<file path="config.mk">
export PLATFORM = sky130hd
export DESIGN_NAME = srio_nwr_target
export DESIGN_NICKNAME = d
export VERILOG_FILES = /design/src/rtl/srio_pkg.sv /design/src/rtl/srio_hello_hdr.sv /design/src/rtl/srio_nwr_target.sv
export SDC_FILE = /design/constraint.sdc
export NUM_CORES = 1
export LEC_CHECK = 0
export CAP_MARGIN = 0
export CORE_MARGIN = 1
export CORE_UTILIZATION = 44
export DETAILED_ROUTE_END_ITERATION = 8
export PLACE_DENSITY = 0.88
export RECOVER_POWER = 25
export SYNTH_ARGS = -nofsm -noshare
export SYNTH_HDL_FRONTEND = slang
export SYNTH_SLANG_ARGS = --single-unit
</file>
<file path="constraint.sdc">
create_clock -name log_clk -period 2.3 [get_ports log_clk]
set_input_delay 0.46 -clock log_clk [delete_from_list [all_inputs] [get_ports log_clk]]
set_output_delay 0.46 -clock log_clk [all_outputs]
set_load 0.05 [all_outputs]
</file>
<file path="src/rtl/srio_pkg.sv">
// Shared SRIO logical-layer definitions: HELLO header layout, FTYPE/TTYPE/status
// codes and the NWRITE target state encoding. Also used by db_req.
package srio_pkg;

  localparam int unsigned DATA_W = 64;
  localparam int unsigned KEEP_W = 8;
  localparam int unsigned USER_W = 32;
  localparam int unsigned ADDR_W = 34;
  localparam int unsigned STAT_W = 16;

  localparam logic [3:0] FTYPE_WRITE       = 4'h5;
  localparam logic [3:0] FTYPE_RESP        = 4'hD;
  localparam logic [3:0] TTYPE_NWRITE      = 4'h4;
  localparam logic [3:0] TTYPE_NWRITE_R    = 4'h5;
  localparam logic [3:0] TTYPE_RESP_NODATA = 4'h0;
  localparam logic [3:0] STATUS_DONE       = 4'h0;
  localparam logic [3:0] STATUS_ERROR      = 4'h7;

  // HELLO header beat; for responses the size field carries {status, 4'h0}
  typedef struct packed {
    logic [7:0]        tid;
    logic [3:0]        ftype;
    logic [3:0]        ttype;
    logic              rsvd0;
    logic [1:0]        prio;
    logic              crf;
    logic [7:0]        size;
    logic [1:0]        rsvd1;
    logic [ADDR_W-1:0] addr;
  } hello_hdr_t;

  typedef enum logic [1:0] {
    ST_IDLE,
    ST_DATA,
    ST_DROP,
    ST_RESP
  } nwr_state_e;

  // Response priority is one above the request, capped at 3
  function automatic logic [1:0] bump_prio(input logic [1:0] p);
    return (p == 2'd3) ? 2'd3 : p + 2'd1;
  endfunction

  function automatic logic [STAT_W-1:0] sat_inc(input logic [STAT_W-1:0] v);
    return (v == '1) ? v : v + STAT_W'(1);
  endfunction

endpackage

</file>
<file path="src/rtl/srio_hello_hdr.sv">
// Combinational HELLO header unpack (request decode) and pack (response encode).
// Ports: req_data -> req_hdr/req_legal; rsp_tid/req_prio/rsp_crf/rsp_status -> rsp_data.
module srio_hello_hdr
  import srio_pkg::*;
(
  input  logic [DATA_W-1:0] req_data,
  output hello_hdr_t        req_hdr,
  output logic              req_legal,
  input  logic [7:0]        rsp_tid,
  input  logic [1:0]        req_prio,
  input  logic              rsp_crf,
  input  logic [3:0]        rsp_status,
  output logic [DATA_W-1:0] rsp_data
);

  hello_hdr_t rsp;

  // Request decode: only NWRITE and NWRITE_R terminate here
  always_comb begin
    req_hdr   = hello_hdr_t'(req_data);
    req_legal = (req_hdr.ftype == FTYPE_WRITE) &&
                ((req_hdr.ttype == TTYPE_NWRITE) || (req_hdr.ttype == TTYPE_NWRITE_R));
  end

  // Response encode: every field not listed stays zero
  always_comb begin
    rsp       = '0;
    rsp.tid   = rsp_tid;
    rsp.ftype = FTYPE_RESP;
    rsp.ttype = TTYPE_RESP_NODATA;
    rsp.prio  = bump_prio(req_prio);
    rsp.crf   = rsp_crf;
    rsp.size  = {rsp_status, 4'h0};
    rsp_data  = DATA_W'(rsp);
  end

endmodule

</file>
<file path="src/rtl/srio_nwr_target.sv">
// NWRITE/NWRITE_R target: decodes HELLO request headers from treq, streams the
// payload with incrementing byte address to the wr port, and returns a response
// on tresp for NWRITE_R. pkt_cnt counts clean packets (wraps), err_cnt counts
// errored/dropped packets (saturates). The wr port is a combinational
// pass-through of treq while in DATA; the response is registered.
module srio_nwr_target
  import srio_pkg::*;
#(
  parameter int unsigned MAX_BEATS = 32
) (
  input  logic              log_clk,
  input  logic              log_rst_n,
  input  logic              treq_tvalid,
  output logic              treq_tready,
  input  logic              treq_tlast,
  input  logic [DATA_W-1:0] treq_tdata,
  input  logic [KEEP_W-1:0] treq_tkeep,
  input  logic [USER_W-1:0] treq_tuser,
  output logic              tresp_tvalid,
  input  logic              tresp_tready,
  output logic              tresp_tlast,
  output logic [DATA_W-1:0] tresp_tdata,
  output logic [KEEP_W-1:0] tresp_tkeep,
  output logic [USER_W-1:0] tresp_tuser,
  output logic              wr_valid,
  input  logic              wr_ready,
  output logic [ADDR_W-1:0] wr_addr,
  output logic [DATA_W-1:0] wr_data,
  output logic [KEEP_W-1:0] wr_keep,
  output logic              wr_first,
  output logic              wr_last,
  output logic [STAT_W-1:0] pkt_cnt,
  output logic [STAT_W-1:0] err_cnt
);

  localparam int unsigned CNT_W = $clog2(MAX_BEATS + 1);

  nwr_state_e        state, state_d;
  logic [CNT_W-1:0]  cnt_q, cnt_d, exp_q, exp_d;
  logic [ADDR_W-1:0] addr_q, addr_d;
  logic [7:0]        tid_q, tid_d;
  logic [1:0]        prio_q, prio_d;
  logic              crf_q, crf_d;
  logic              resp_q, resp_d;
  logic [USER_W-1:0] user_q, user_d;
  logic              over_q, over_d;
  logic              live_q;
  logic              rsp_valid_d;
  logic [DATA_W-1:0] rsp_data_d;
  logic [USER_W-1:0] rsp_user_d;
  logic [STAT_W-1:0] pkt_cnt_d, err_cnt_d;

  hello_hdr_t        req_hdr;
  logic              req_legal;
  logic [3:0]        rsp_status;
  logic [DATA_W-1:0] rsp_enc;
  logic              fwd, hs, last_exp;
  logic              unused_req;

  srio_hello_hdr u_hdr (
    .req_data   (treq_tdata),
    .req_hdr    (req_hdr),
    .req_legal  (req_legal),
    .rsp_tid    (tid_q),
    .req_prio   (prio_q),
    .rsp_crf    (crf_q),
    .rsp_status (rsp_status),
    .rsp_data   (rsp_enc)
  );

  assign unused_req = ^{req_hdr.ftype, req_hdr.rsvd0, req_hdr.size[2:0],
                        req_hdr.rsvd1, req_hdr.addr[2:0]};

  // Payload is forwarded only in DATA before an overrun is detected
  assign fwd        = (state == ST_DATA) && !over_q;
  assign last_exp   = (cnt_q + CNT_W'(1)) == exp_q;
  assign hs         = treq_tvalid && treq_tready;
  assign rsp_status = (!over_q && last_exp) ? STATUS_DONE : STATUS_ERROR;

  assign wr_valid = fwd && treq_tvalid;
  assign wr_addr  = fwd ? addr_q : '0;
  assign wr_data  = fwd ? treq_tdata : '0;
  assign wr_keep  = fwd ? treq_tkeep : '0;
  assign wr_first = wr_valid && (cnt_q == '0);
  assign wr_last  = wr_valid && (treq_tlast || last_exp);

  assign tresp_tlast = tresp_tvalid;
  assign tresp_tkeep = {KEEP_W{tresp_tvalid}};

  // live_q holds tready low while reset is asserted and for one cycle after
  always_comb begin
    treq_tready = 1'b0;
    case (state)
      ST_IDLE: treq_tready = live_q;
      ST_DATA: treq_tready = over_q | wr_ready;
      ST_DROP: treq_tready = 1'b1;
      default: treq_tready = 1'b0;
    endcase
  end

  // Next-state, packet bookkeeping and registered response
  always_comb begin
    state_d     = state;
    cnt_d       = cnt_q;
    exp_d       = exp_q;
    addr_d      = addr_q;
    tid_d       = tid_q;
    prio_d      = prio_q;
    crf_d       = crf_q;
    resp_d      = resp_q;
    user_d      = user_q;
    over_d      = over_q;
    rsp_valid_d = tresp_tvalid;
    rsp_data_d  = tresp_tdata;
    rsp_user_d  = tresp_tuser;
    pkt_cnt_d   = pkt_cnt;
    err_cnt_d   = err_cnt;
    case (state)
      ST_IDLE: begin
        if (hs) begin
          if (req_legal && !treq_tlast) begin
            state_d = ST_DATA;
            tid_d   = req_hdr.tid;
            prio_d  = req_hdr.prio;
            crf_d   = req_hdr.crf;
            resp_d  = (req_hdr.ttype == TTYPE_NWRITE_R);
            user_d  = treq_tuser;
            cnt_d   = '0;
            exp_d   = CNT_W'(req_hdr.size[7:3]) + CNT_W'(1);
            addr_d  = {req_hdr.addr[ADDR_W-1:3], 3'b000};
            over_d  = 1'b0;
          end else if (treq_tlast) begin
            // single-beat bad or header-only packet ends here
            err_cnt_d = sat_inc(err_cnt);
          end else begin
            state_d = ST_DROP;
          end
        end
      end
      ST_DATA: begin
        if (hs) begin
          if (!over_q) begin
            addr_d = addr_q + ADDR_W'(8);
            cnt_d  = cnt_q + CNT_W'(1);
          end
          if (treq_tlast) begin
            if (rsp_status == STATUS_DONE) pkt_cnt_d = pkt_cnt + STAT_W'(1);
            else                           err_cnt_d = sat_inc(err_cnt);
            if (resp_q) begin
              state_d     = ST_RESP;
              rsp_valid_d = 1'b1;
              rsp_data_d  = rsp_enc;
              rsp_user_d  = {user_q[15:0], user_q[31:16]};
            end else begin
              state_d = ST_IDLE;
            end
          end else if (last_exp) begin
            over_d = 1'b1;
          end
        end
      end
      ST_DROP: begin
        if (hs && treq_tlast) begin
          err_cnt_d = sat_inc(err_cnt);
          state_d   = ST_IDLE;
        end
      end
      ST_RESP: begin
        if (tresp_tready) begin
          rsp_valid_d = 1'b0;
          rsp_data_d  = '0;
          rsp_user_d  = '0;
          state_d     = ST_IDLE;
        end
      end
      default: state_d = ST_IDLE;
    endcase
  end

  always_ff @(posedge log_clk or negedge log_rst_n) begin
    if (!log_rst_n) begin
      state        <= ST_IDLE;
      cnt_q        <= '0;
      exp_q        <= '0;
      addr_q       <= '0;
      tid_q        <= '0;
      prio_q       <= '0;
      crf_q        <= 1'b0;
      resp_q       <= 1'b0;
      user_q       <= '0;
      over_q       <= 1'b0;
      live_q       <= 1'b0;
      tresp_tvalid <= 1'b0;
      tresp_tdata  <= '0;
      tresp_tuser  <= '0;
      pkt_cnt      <= '0;
      err_cnt      <= '0;
    end else begin
      state        <= state_d;
      cnt_q        <= cnt_d;
      exp_q        <= exp_d;
      addr_q       <= addr_d;
      tid_q        <= tid_d;
      prio_q       <= prio_d;
      crf_q        <= crf_d;
      resp_q       <= resp_d;
      user_q       <= user_d;
      over_q       <= over_d;
      live_q       <= 1'b1;
      tresp_tvalid <= rsp_valid_d;
      tresp_tdata  <= rsp_data_d;
      tresp_tuser  <= rsp_user_d;
      pkt_cnt      <= pkt_cnt_d;
      err_cnt      <= err_cnt_d;
    end
  end

endmodule
</file>
==> metrics.log <==
INFO  metric internal_power_component = around 5000 uW
INFO  metric mostFrequentLayoutCells = clkdlybuf4s50_1 (186), dfrtp_1 (164), buf_12 (116)
INFO  metric place_worst_setup_slack = -0.209 ns
INFO  metric seq_area = about 0.0042 sq mm
INFO  metric wl_per_cell = approximately 19 um
INFO  metric period_needed = 2.55 ns
INFO  metric flow.area_growth_from_synthesis = 64.0%
INFO  metric status = finished with violations
INFO  metric p_leak = 0.00659 uW
INFO  metric buffer_ports.inserted = approximately 300
INFO  metric grt_first_pass_wirelength = between 40000 and 50000 um
INFO  metric post_synth_inst_count = 870
INFO  metric multi_input_combinational_cell_area = between 0.004 and 0.005 sq mm
INFO  metric power_switching = between 2000 and 2500 uW
INFO  metric setup_ws = -0.253 ns
INFO  metric dp_hpwl = between 15000 and 20000 um
INFO  metric dpl-instance-area = 0.0133 sq mm
INFO  metric timing.hold.ws = approximately 0.48 ns
INFO  metric antenna_violations_before_repair = 0
INFO  metric failed_checks = capacitance limit, slew limit, setup timing
INFO  metric yosys.cell_types.count = 58
INFO  metric nFillCells = ~1200
INFO  metric criticalPathCategory = flop to output port
INFO  metric finalWeightedCongestion = approximately 0.81
INFO  metric count_of_vias_placed_by_the_detailed_router = between 7000 and 8000
INFO  metric drt-initial-drc-count = 407
INFO  metric timing.final.hold_violations = 0
INFO  metric reg2reg_slack = approximately 0.050 ns
INFO  metric cts_tree = yes
INFO  metric synth_async_sr_flop_share = 1.00
INFO  metric cellPowerDensity = 501 mW/mm^2
INFO  metric detail-route-antenna-nets = 0
INFO  metric drv_cap = 1
INFO  metric placeableCoreArea = between 0.015 and 0.02 sq mm
INFO  metric syn-mean-instance-area = ~10 sq um
INFO  metric ir_worst_vdd = ~0.5 mV
INFO  metric critical_path_required = roughly 1.8 ns
INFO  metric grt_use_total = 0.269
INFO  metric layout.cells.most_common = clkdlybuf4s50_1
INFO  metric period_share = 1.11
INFO  metric die_width = about 140 um
INFO  metric ff_latch_count_synth = ~170
INFO  metric pwr-share-seq = 0.436
INFO  metric synth-edff-count = 0
INFO  metric dominantRegCellSynth = dfrtp_1
INFO  metric crit_fanout = 4
INFO  metric die_height = 144 um
INFO  metric hold_path_class = flop to flop
INFO  metric timing_max_transition_violations_final = 25
INFO  metric switching_share = 0.305
INFO  metric drive_gt1_frac = 0.310
INFO  metric worst_slew_pin_slew = 1.54 ns
INFO  metric clock-root-buffer = clkbuf_16
INFO  metric rsz0062_at_grt = yes
INFO  metric clock_sink_count = approximately 170
INFO  metric design.die.area = 0.0206 sq mm
INFO  metric clk_path_buf_depth = 2
INFO  metric start_util = 0.451
INFO  metric setup.worst_path.end_class = output port
INFO  metric yosys_warnings = 0
INFO  metric viasPerCell = roughly 5.4
INFO  metric grt_max_degree = 63
INFO  metric clk-insertion-delay-late = around 0.44 ns
INFO  metric grt_pass1_vias = between 7000 and 8000
INFO  metric grt_overflow = 0
INFO  metric layout.core_utilization = 0.740
INFO  metric part_of_the_total_power_dissipated_in_combinational_logic = 0.153
INFO  metric cts_inserted_buffers = 17
INFO  metric drt_first_pass_iters = 5
INFO  metric cp_data_arrival_time = approximately 2.1 ns
INFO  metric num_antenna_cells = 0
INFO  metric headroom_to_the_max_slew_limit = -0.0289
INFO  metric htree_num_levels = 4
INFO  metric drcViolationCount = 0
INFO  metric wl = ~28000 um
INFO  metric layout.nets = ~1300
INFO  metric core_rows = between 50 and 60
INFO  metric pwr-share-clk = 0.410
INFO  metric seq_total_area_yosys = 0.476
INFO  metric path_clk_slew = roughly 0.070 ns
INFO  metric max_freq = between 300 and 400 MHz
INFO  metric io_pins = 358
INFO  metric synth.cell_area = just under 0.009 sq mm
INFO  metric stdcell_area = ~0.014 sq mm
INFO  metric finalClockSkew = 0.0182 ns
INFO  metric setup_viol = 1
INFO  metric worstSetupStartpointType = flop
layout make-up:
type                       instances  area share
clock buffer                      17      0.0294
clock inverter                    15      0.0134
inverter                           6     0.00155
multi-input combinational        630       0.307
sequential                       168       0.290
tap                              265      0.0229
timing repair buffer             372       0.335
power groups by stage:
stage / sequential, uW / combinational, uW / clock, uW
floorplan: 3380 / 491 / 0
global placement: 3210 / 1070 / 0
global route: 3180 / 1190 / 3140
finish: 3170 / 1110 / 2980
detailed placement: 3220 / 1100 / 0
CTS: 3160 / 1110 / 3020
repair_timing:
item / CTS / global route
buffers inserted: 13 / 0
hold endpoints to repair: 23 / 0
cloned: 4 / 3
pin swaps: 20 / 5
hold buffers: 1 / 0
setup endpoints to repair: 116 / 104
resized for setup: 86 / 57
cell usage after synthesis, drive strengths merged (13+ instances only):
cell type / n / area share
and3: 13 / 0.0092
and2: 108 / 0.076
clkbuf: 27 / 0.011
nand4: 20 / 0.015
nand2: 65 / 0.028
dfrtp: 168 / 0.48
xnor2: 18 / 0.018
o21ai: 34 / 0.019
nor2: 33 / 0.014
xor2: 25 / 0.025
nor3: 21 / 0.014
a22o: 44 / 0.044
mux2: 46 / 0.059
a21oi: 44 / 0.025
buf: 88 / 0.068
nand3: 23 / 0.013
cells by family (layout without fill, tap and decap cells):
| logic type | Yosys count | after routing | synth area share |
|---|---|---|---|
| compound gates | 169 | 169 | 0.131 |
| xor+xnor | 43 | 43 | 0.0426 |
| fa+ha+maj | 6 | 6 | 0.00850 |
| buf+inv | 121 | 410 | 0.0822 |
| flops | 168 | 168 | 0.476 |
| mux | 46 | 46 | 0.0586 |
| other cells | 2 | 51 | 0.000850 |
| simple gates | 315 | 315 | 0.200 |
path summary, 6_finish.rpt:
check | start | to | cells after the start
max | cnt_q[1] | wr_last | 7
min | tresp_tdata[46] | tresp_tdata[46] | 2
max reg2reg | cnt_q[1] | err_cnt[14] | 9
min reg2reg | tresp_tdata[46] | tresp_tdata[46] | 2
max in group asynchronous | log_rst_n | state[0] | 3
min in group asynchronous | log_rst_n | user_q[2] | 2
routing by layer:
layer  wire, um  vias up  global-route usage  share of wire
li1           -     3592                   -              -
met1      10500     3966               0.307           0.37
met2      15100      342               0.472           0.53
met3       1960       47              0.0756          0.069
met4        718        0               0.113          0.025
met5          0        -                   0              0
worst max-delay path, stage by stage, from the launching register on:
cell and delay, ns:
dfrtp_1 0.44, ha_4 0.19, nand3_2 0.08, xor2_2 0.18
xor2_1 0.21, and4_1 0.26, o21a_2 0.16, buf_12 0.14
per-stage QoR:
step / TNS, ns / total power (uW) / instances
6_report: -0.253 / 7260 / 1473
5_1_grt: -3.14 / 7500 / 1473
4_1_cts: -0.537 / 7290 / 1473
3_5_place_dp: -9.94 / 4320 / 1424
3_3_place_gp: -3.87 / 4280 / 1424
2_1_floorplan: -0.198 / 3870 / 919
flip-flops by register name, summed over array words and instances, names as in the netlist, 6 cells and up:
| signal | count |
|---|---|
| err_cnt | 16 |
| pkt_cnt | 16 |
| cnt_q | 6 |
| user_q | 32 |
| tresp_tuser | 32 |
| exp_q | 6 |
| tid_q | 8 |
| addr_q | 31 |
| tresp_tdata | 13 |
(Power assumes the default switching activity.)
